<file path="config.mk">
export PLATFORM = sky130hd
export DESIGN_NAME = uart_tx_scheduler
export DESIGN_NICKNAME = d
export VERILOG_FILES = /design/src/rtl/uart_sched_pkg.sv /design/src/rtl/uart_rr_arbiter.sv /design/src/rtl/uart_tx_scheduler.sv
export SDC_FILE = /design/constraint.sdc
export NUM_CORES = 1
export LEC_CHECK = 0
export ABC_CLOCK_PERIOD_IN_PS = 8800
export CORE_MARGIN = 5
export CORE_UTILIZATION = 50
export DETAILED_ROUTE_END_ITERATION = 10
export DONT_BUFFER_PORTS = 1
export GPL_ROUTABILITY_DRIVEN = 0
export HOLD_SLACK_MARGIN = 0.05
export PLACE_DENSITY = 0.76
export RECOVER_POWER = 50
export SYNTH_ARGS = -nofsm -noshare
export SYNTH_HDL_FRONTEND = slang
export SYNTH_HIERARCHICAL = 1
export SYNTH_SLANG_ARGS = --single-unit
</file>
<file path="constraint.sdc">
create_clock -name clk -period 8.8 [get_ports clk]
set_input_delay 1.76 -clock clk [delete_from_list [all_inputs] [get_ports clk]]
set_output_delay 1.76 -clock clk [all_outputs]
set_load 0.005 [all_outputs]
</file>
<file path="src/rtl/uart_sched_pkg.sv">
// Shared types and default sizing for the UART transmit scheduler.
package uart_sched_pkg;

  localparam int DEFAULT_DATA_W      = 9;
  localparam int DEFAULT_ACK_TIMEOUT = 16;

  typedef enum logic [1:0] {
    IDLE,
    LAUNCH,
    WAIT_BUSY,
    WAIT_DONE
  } sched_state_t;

endpackage

</file>
<file path="src/rtl/uart_rr_arbiter.sv">
// Combinational round-robin pick: first asserted request at or after ptr,
// ascending with wrap. Produces a one-hot grant and its binary index.
module uart_rr_arbiter #(
  parameter int NUM_REQ = 4,
  parameter int ID_W    = $clog2(NUM_REQ)
) (
  input  logic [NUM_REQ-1:0] req,
  input  logic [ID_W-1:0]    ptr,
  output logic [NUM_REQ-1:0] grant,
  output logic [ID_W-1:0]    grant_id,
  output logic               any
);

  always_comb begin
    int idx;
    // NOTE: every output gets a default before the loop so no path leaves one unassigned (no latch).
    grant    = '0;
    grant_id = '0;
    any      = 1'b0;
    idx      = 0;
    for (int k = 0; k < NUM_REQ; k++) begin
      idx = int'(ptr) + k;
      if (idx >= NUM_REQ) idx = idx - NUM_REQ;
      if (!any && req[idx]) begin
        grant[idx] = 1'b1;
        grant_id   = ID_W'(idx);
        any        = 1'b1;
      end
    end
  end

endmodule

</file>
<file path="src/rtl/uart_tx_scheduler.sv">
// Shares one UART transmit engine between NUM_REQ requesters: round-robin
// grant, single-cycle launch, busy/error tracking with an acknowledge timeout.
module uart_tx_scheduler
  import uart_sched_pkg::*;
#(
  parameter int NUM_REQ     = 4,
  parameter int DATA_W      = DEFAULT_DATA_W,
  parameter int ACK_TIMEOUT = DEFAULT_ACK_TIMEOUT,
  parameter int ID_W        = $clog2(NUM_REQ)
) (
  input  logic                      clk,
  input  logic                      rst,
  input  logic [NUM_REQ-1:0]        req_valid,
  input  logic [NUM_REQ*DATA_W-1:0] req_data,
  output logic [NUM_REQ-1:0]        req_ready,
  output logic                      uart_start,
  output logic [DATA_W-1:0]         uart_data,
  input  logic                      uart_ready,
  input  logic                      uart_busy,
  input  logic                      uart_error,
  output logic                      done_valid,
  output logic [ID_W-1:0]           done_id,
  output logic                      done_err,
  output logic [ID_W-1:0]           grant_id
);

  localparam int              CNT_W    = $clog2(ACK_TIMEOUT);
  // Completion fires on the edge where the count would reach ACK_TIMEOUT-1,
  // putting the done pulse exactly ACK_TIMEOUT cycles after the start pulse.
  localparam logic [CNT_W-1:0] CNT_LAST = CNT_W'(ACK_TIMEOUT - 2);

  sched_state_t       state, state_next;
  logic [ID_W-1:0]    ptr;
  logic [CNT_W-1:0]   cnt;
  logic               sticky_err;

  logic [NUM_REQ-1:0] win_onehot;
  logic [ID_W-1:0]    win_id;
  logic               win_any;

  logic               accept;
  logic               complete;
  logic               complete_err;

  uart_rr_arbiter #(
    .NUM_REQ (NUM_REQ),
    .ID_W    (ID_W)
  ) u_arb (
    .req      (req_valid),
    .ptr      (ptr),
    .grant    (win_onehot),
    .grant_id (win_id),
    .any      (win_any)
  );

  always_ff @(posedge clk or negedge rst) begin
    // NOTE: sequential state uses non-blocking assignment so all flops update together.
    if (!rst) state <= IDLE;
    else      state <= state_next;
  end

  always_comb begin
    state_next   = state;
    accept       = 1'b0;
    complete     = 1'b0;
    complete_err = 1'b0;
    unique case (state)
      IDLE: begin
        if (uart_ready && win_any) begin
          accept     = 1'b1;
          state_next = LAUNCH;
        end
      end
      LAUNCH: state_next = WAIT_BUSY;
      WAIT_BUSY: begin
        if (uart_busy) begin
          state_next = WAIT_DONE;
        end else if (cnt == CNT_LAST) begin
          complete     = 1'b1;
          complete_err = 1'b1;
        end
      end
      WAIT_DONE: begin
        if (!uart_busy) begin
          complete     = 1'b1;
          complete_err = sticky_err | uart_error;
        end
      end
      default: state_next = IDLE;
    endcase
    if (complete) state_next = IDLE;
  end

  // req_ready is forced low while reset is held, since the FSM idles in reset.
  assign req_ready  = (rst && accept) ? win_onehot : '0;
  assign uart_start = (state == LAUNCH);

  always_ff @(posedge clk or negedge rst) begin
    if (!rst) begin
      ptr        <= '0;
      cnt        <= '0;
      sticky_err <= 1'b0;
      uart_data  <= '0;
      grant_id   <= '0;
      done_valid <= 1'b0;
      done_id    <= '0;
      done_err   <= 1'b0;
    end else begin
      done_valid <= complete;
      if (accept) begin
        uart_data <= req_data[int'(win_id)*DATA_W +: DATA_W];
        grant_id  <= win_id;
      end
      if (state == LAUNCH) begin
        cnt        <= '0;
        sticky_err <= 1'b0;
      end
      if (state == WAIT_BUSY && !uart_busy) cnt <= cnt + 1'b1;
      if (state == WAIT_BUSY || state == WAIT_DONE) sticky_err <= sticky_err | uart_error;
      if (complete) begin
        done_id  <= grant_id;
        done_err <= complete_err;
        ptr      <= (grant_id == ID_W'(NUM_REQ - 1)) ? '0 : grant_id + 1'b1;
      end
    end
  end

endmodule

</file>
Yosys cells after proc, flatten, opt, wreduce, memory -nomap -nowiden. Cells that the tools add are included. Widths: inputs -> output; s select.

Register bits after elaboration: 24. Input bits: 45. Output and inout port bits: 20. Word-level logic and storage cells: 117.

$add $sub $neg: 9. Multipliers: 1. Magnitude comparators: 12. Equality and inequality tests: 7. Shifts and indexed selects: 1. Muxes and demuxes: 54. Bitwise logic cells: 4. Reductions and logical operators: 20.

Operators with widths (count): $ge 32x1->1 const B (4); $lt 32x4->1 const B (4); $mux 32 (4); $ge 32x4->1 const B (3); $sub 32x4->32 const B (3); $shiftx 36x7->9 (1); $mux 4 (7); $mux 1 (24); $mux 2 (8); $or 4x4->4 (3); $logic_and 1x1->1 (10); $bmux 1 s2 (4); $demux 1 s2 (4); $add 2x2->3 const B (2); $eq 2x2->1 const B (3); $mul 2x4->6 const B (1); $ne 3x3->1 const B (2); $pmux 2 s3 (1); $add 4x1->4 const B (1); $eq 4x4->1 const B (1); $logic_not 1->1 (4); $pmux 1 s2 (2); $reduce_bool 2->1 (2); $reduce_bool 4->1 (1); 9 further kinds (9).

Longest topological paths before layout.
Depth after elaboration: 20. Gate-level depth with buffers: 12. Gate-level depth less buffers: 9.

Modules after synthesis. Netlist, hierarchy kept.

Modules (own cells, without submodules): uart_tx_scheduler (instances 1, cells an instance 125, area each 1386.3 sq um, seq. area each 600.6 sq um); uart_rr_arbiter (instances 1, cells an instance 48, area each 459.2 sq um, seq. area each 0.0 sq um).

Worst setup path after synthesis. No wires, ideal clock.

Path kind: input to output. From: in req_valid[2]. To: out req_ready[0]. Arrival: 3051 ps. Data required time: 7040 ps. Slack: 3989 ps. Stages on the path: 6. Path buffers: 1. Cell sequence: mux4_2 -> buf_6 -> nor3_1 -> nand2b_1 -> and3_1 -> and3_1.

Word-level cells in the longest chain between the ends: 18. Elaborated cells on any way between the ends: 34. Those cells by class: 23 x mux; 3 x bitwise; 8 x reduce/logical.

Ends and longest elaborated chain: from (decl) (line uart_tx_scheduler.sv:13) `input logic [NUM_REQ-1:0] req_valid,`; $bmux 1 s2 (line uart_rr_arbiter.sv:24) `if (!any && req[idx]) begin`; $mux 1 (implied by the code) (2 in a row) (line uart_rr_arbiter.sv:24); $mux 1 (line uart_rr_arbiter.sv:24); $logic_not 1->1 (line uart_rr_arbiter.sv:24); $logic_and 1x1->1 (line uart_rr_arbiter.sv:24); $mux 1 (line uart_rr_arbiter.sv:24); $logic_not 1->1 (line uart_rr_arbiter.sv:24); $logic_and 1x1->1 (line uart_rr_arbiter.sv:24); [... 2 more ...]; $logic_and 1x1->1 (line uart_rr_arbiter.sv:24); $mux 1 (*) (line uart_rr_arbiter.sv:24); named net win_any (line uart_tx_scheduler.sv:39) `logic win_any;`; $logic_and 1x1->1 (*) (line uart_tx_scheduler.sv:69) `if (uart_ready && win_any) begin`; $mux 1 (*) (line uart_tx_scheduler.sv:69); $mux 1 (*) (line uart_tx_scheduler.sv:67) `unique case (state)`; $logic_and 1x1->1 (*) (line uart_tx_scheduler.sv:95) `assign req_ready = (rst && accept) ? win_onehot : '0;`; $mux 4 (*) (line uart_tx_scheduler.sv:95); to (decl) (line uart_tx_scheduler.sv:15) `output logic [NUM_REQ-1:0] req_ready,`.

Mark *: on every way through the listed nets, which the timed path passes. The rest lies on a longest branch. The select of a mux whose other input is x is not followed.

Worst setup path after layout.
From: in req_valid[3]. To: out req_ready[2].

Same word-level chain as after synthesis.

==> results.sh <==
export IMPL_period_needed_ns=5.18
export IMPL_maxSlewHeadroom_pct=58.9
export IMPL_vias=1368
export IMPL_portBuffers=0
export IMPL_fin_crit_sh_pct=58.9
export IMPL_synth_edff_count=0
export IMPL_first_global_vias=1564
export IMPL_synth_top_area_cell="dfrtp_1"
export IMPL_dieArea_mm2=0.00501
export IMPL_ys_seq_area_share_pct=32.5
export IMPL_post_cts_setup_buffers=0
export IMPL_fmaxAchievable_ghz=0.193
export IMPL_async_reset_ff_share_pct=100
export IMPL_fp_coreArea_mm2=0.00361
export IMPL_drv_cap=0
export IMPL_cpMaxStageDelayCell="mux4_2"
export IMPL_tns_ns=0
export IMPL_status="complete, no violations"
export IMPL_clkLatencyLatePin_ns=0.27
export IMPL_syn_inst=173
export IMPL_post_place_ws_ns=3.62
export IMPL_fin_nets=231
export IMPL_hpwl_um=3210
export IMPL_layout_common_cells="nand2_1, dfrtp_1, ha_1, mux4_2"
export IMPL_slew_viol_final=0
export IMPL_path_buf_inv=0
export IMPL_rsz0062_at_grt="no"
export IMPL_holdBufCountCts=0
export IMPL_synthesis_area_mm2=0.00185
export IMPL_avgSynthCellArea_um2=10.7
export IMPL_slowest_delay_ns=0.60
export IMPL_via_per_inst=6.30
export IMPL_path_cells="mux4_2 -> nor3_1 -> nand2b_1 -> and3_1 -> and3_1"
export IMPL_postRouteAntennaNets=0
export IMPL_hold_class="register to register"
export IMPL_io_pins=65
export IMPL_max_vdd_ir_drop_mv=0.157
export IMPL_path_delay_family="simple AND/OR/NAND/NOR gates"
export IMPL_grt_max_degree=29
export IMPL_grt_overflow_total=0
export IMPL_synth_top_area_share_pct=32.5
export IMPL_drive_gt1_share_pct=13.6
export IMPL_avgRoutedWirePerCell_um=19.4
export IMPL_die_w_um=70.8
export IMPL_synth_cell_types=44
export IMPL_htreeDepth=1
export IMPL_clockBufferDepth=2
export IMPL_antenna_found_initial=0
export IMPL_crit_fanout=15
export IMPL_endpoint_kind="primary output"
export IMPL_setup_viol=0
export IMPL_worst_slew_pin_slew_ns=0.616
export IMPL_post_cts_resized=0
export IMPL_hold_violations=0
export IMPL_cts_root_buf="clkbuf_8"
export IMPL_drtIter0Drc=119
export IMPL_drcViolationCount=0
export IMPL_wirelength_um=4210
export IMPL_worst_clock_skew_ns=0.00891
export IMPL_cp_required_ns=7.04
export IMPL_syn_nets=234
export IMPL_ys_ff_latch=24
export IMPL_cts_reportedPaths_clkPinSlew_ns=0.09
export IMPL_cts_sinks=24
export IMPL_layout_cells_non_filler=217
export IMPL_area_growth_pct=3.73
export IMPL_cp_start_kind="input port"
export IMPL_n_fill_cell=334
export IMPL_grt_usage_pct=17.6
export IMPL_fin_ws_ns=3.62
export IMPL_path_class="input port to primary output"
export IMPL_leakage_nw=0.882
export IMPL_grt_pass1_wl_um=7310
export IMPL_start_util_pct=51.2
export IMPL_die_h_um=70.8
export IMPL_worstPathArrival_ns=3.42
export IMPL_placed_cells=213
export IMPL_ys_warn_count=6
export IMPL_cts_buffers=3
export IMPL_dr_pass1_iters=4
export IMPL_cts_tree="done"
export IMPL_p_per_area_mw_per_mm2=385
export IMPL_rows=22
export IMPL_final_common_cell="nand2_1"
export IMPL_synthTopCellsByArea="dfrtp_1, mux4_2, ha_1"
export IMPL_synth_main_ff_cell="dfrtp_1"
export IMPL_n_antenna_cell=0
export IMPL_crit_top_cell="and3_1"
sequential cells by signal (all words and copies together), names as in the netlist:
signal      flops
uart_data       9
cnt             4
done_id         2
grant_id        2
ptr             2
state           2
done_err        1
done_valid      1
sticky_err      1
cells in the mapped netlist (2+ instances only):
master / instances
a21oi_1: 2
a22oi_1: 8
and3_1: 5
buf_6: 3
clkbuf_1: 4
dfrtp_1: 24
ha_1: 16
inv_1: 7
mux2_4: 4
mux2i_1: 3
mux4_1: 2
mux4_2: 11
nand2_1: 33
nand2b_1: 3
nand3_1: 2
nand3b_1: 3
nand4_1: 2
nor2_1: 6
nor2b_1: 2
o21ai_0: 8
o31ai_1: 2
report_power, final:
group | total [mW] | internal (mW) | switching, mW | leakage, nW
Combinational | 0.424 | 0.206 | 0.217 | 0.544
Clock | 0.0962 | 0.0608 | 0.0354 | 0.0357
Sequential | 0.216 | 0.156 | 0.0603 | 0.302
Total | 0.736 | 0.423 | 0.313 | 0.882
stage by stage:
stage          hold WS (ns)  utilization [%]  total power, mW  cell area [um2]
2_1_floorplan         0.467                -            0.575             1850
3_3_place_gp          0.486             51.6            0.622             1860
3_5_place_dp          0.497             51.6            0.650             1860
4_1_cts               0.530             53.6            0.753             1930
5_1_grt               0.539             53.1            0.804             1910
6_report              0.528             53.1            0.736             1910
tightest hold or removal path, stage by stage, from the launching register on:
cell and delay (ns):
dfrtp_1 0.38, nand2_1 0.06, nand2_1 0.06
layer usage:
layer | global-route usage [%] | up-vias | routed length [um]
met2 | 30.8 | 65 | 2190
met3 | 5.26 | 4 | 356
met5 | 0 | - | 0
met4 | 3.76 | 0 | 27
li1 | - | 628 | -
met1 | 21.4 | 671 | 1640
final timing paths:
| kind | startpoint | end | slack [ns] | depth (start not counted) |
|---|---|---|---|---|
| setup / recovery | req_valid[3] | req_ready[2] | 3.62 | 5 |
| hold / removal | uart_data[2]$_DFFE_PN0P_ | uart_data[2]$_DFFE_PN0P_ | 0.53 | 2 |
| setup reg to reg | ptr[0]$_DFFE_PN0P_ | uart_data[3]$_DFFE_PN0P_ | 5.42 | 10 |
| hold reg to reg | uart_data[2]$_DFFE_PN0P_ | uart_data[2]$_DFFE_PN0P_ | 0.53 | 2 |
| max in group asynchronous | rst | sticky_err$_DFFE_PN0P_ | 7.54 | 0 |
| min in group asynchronous | rst | uart_data[5]$_DFFE_PN0P_ | 1.17 | 0 |
final cells by class:
| cell class | instances | area, um2 | area share [%] |
|---|---|---|---|
| clock buffers | 3 | 41.3 | 2.16 |
| clock inverters | 1 | 30.0 | 1.57 |
| inverters | 7 | 26.3 | 1.37 |
| multi-input cells | 133 | 1150 | 60.0 |
| flip-flops and latches | 24 | 601 | 31.4 |
| well taps | 48 | 60.1 | 3.14 |
| repair buffers | 1 | 7.51 | 0.392 |
cell families (layout without fill, tap and decap cells):
group,Yosys count,in the layout,synth area share (%)
AOI/OAI and AO/OA,31,31,12.0
xor gates and xnor gates,1,1,0.475
adders and majority gates,16,16,10.8
buffers and inverters,16,12,4.54
DFF,24,24,32.5
muxes,21,21,21.8
and+or+nand+nor,64,64,17.8
No activity file was read; power rests on OpenSTA's default activity.
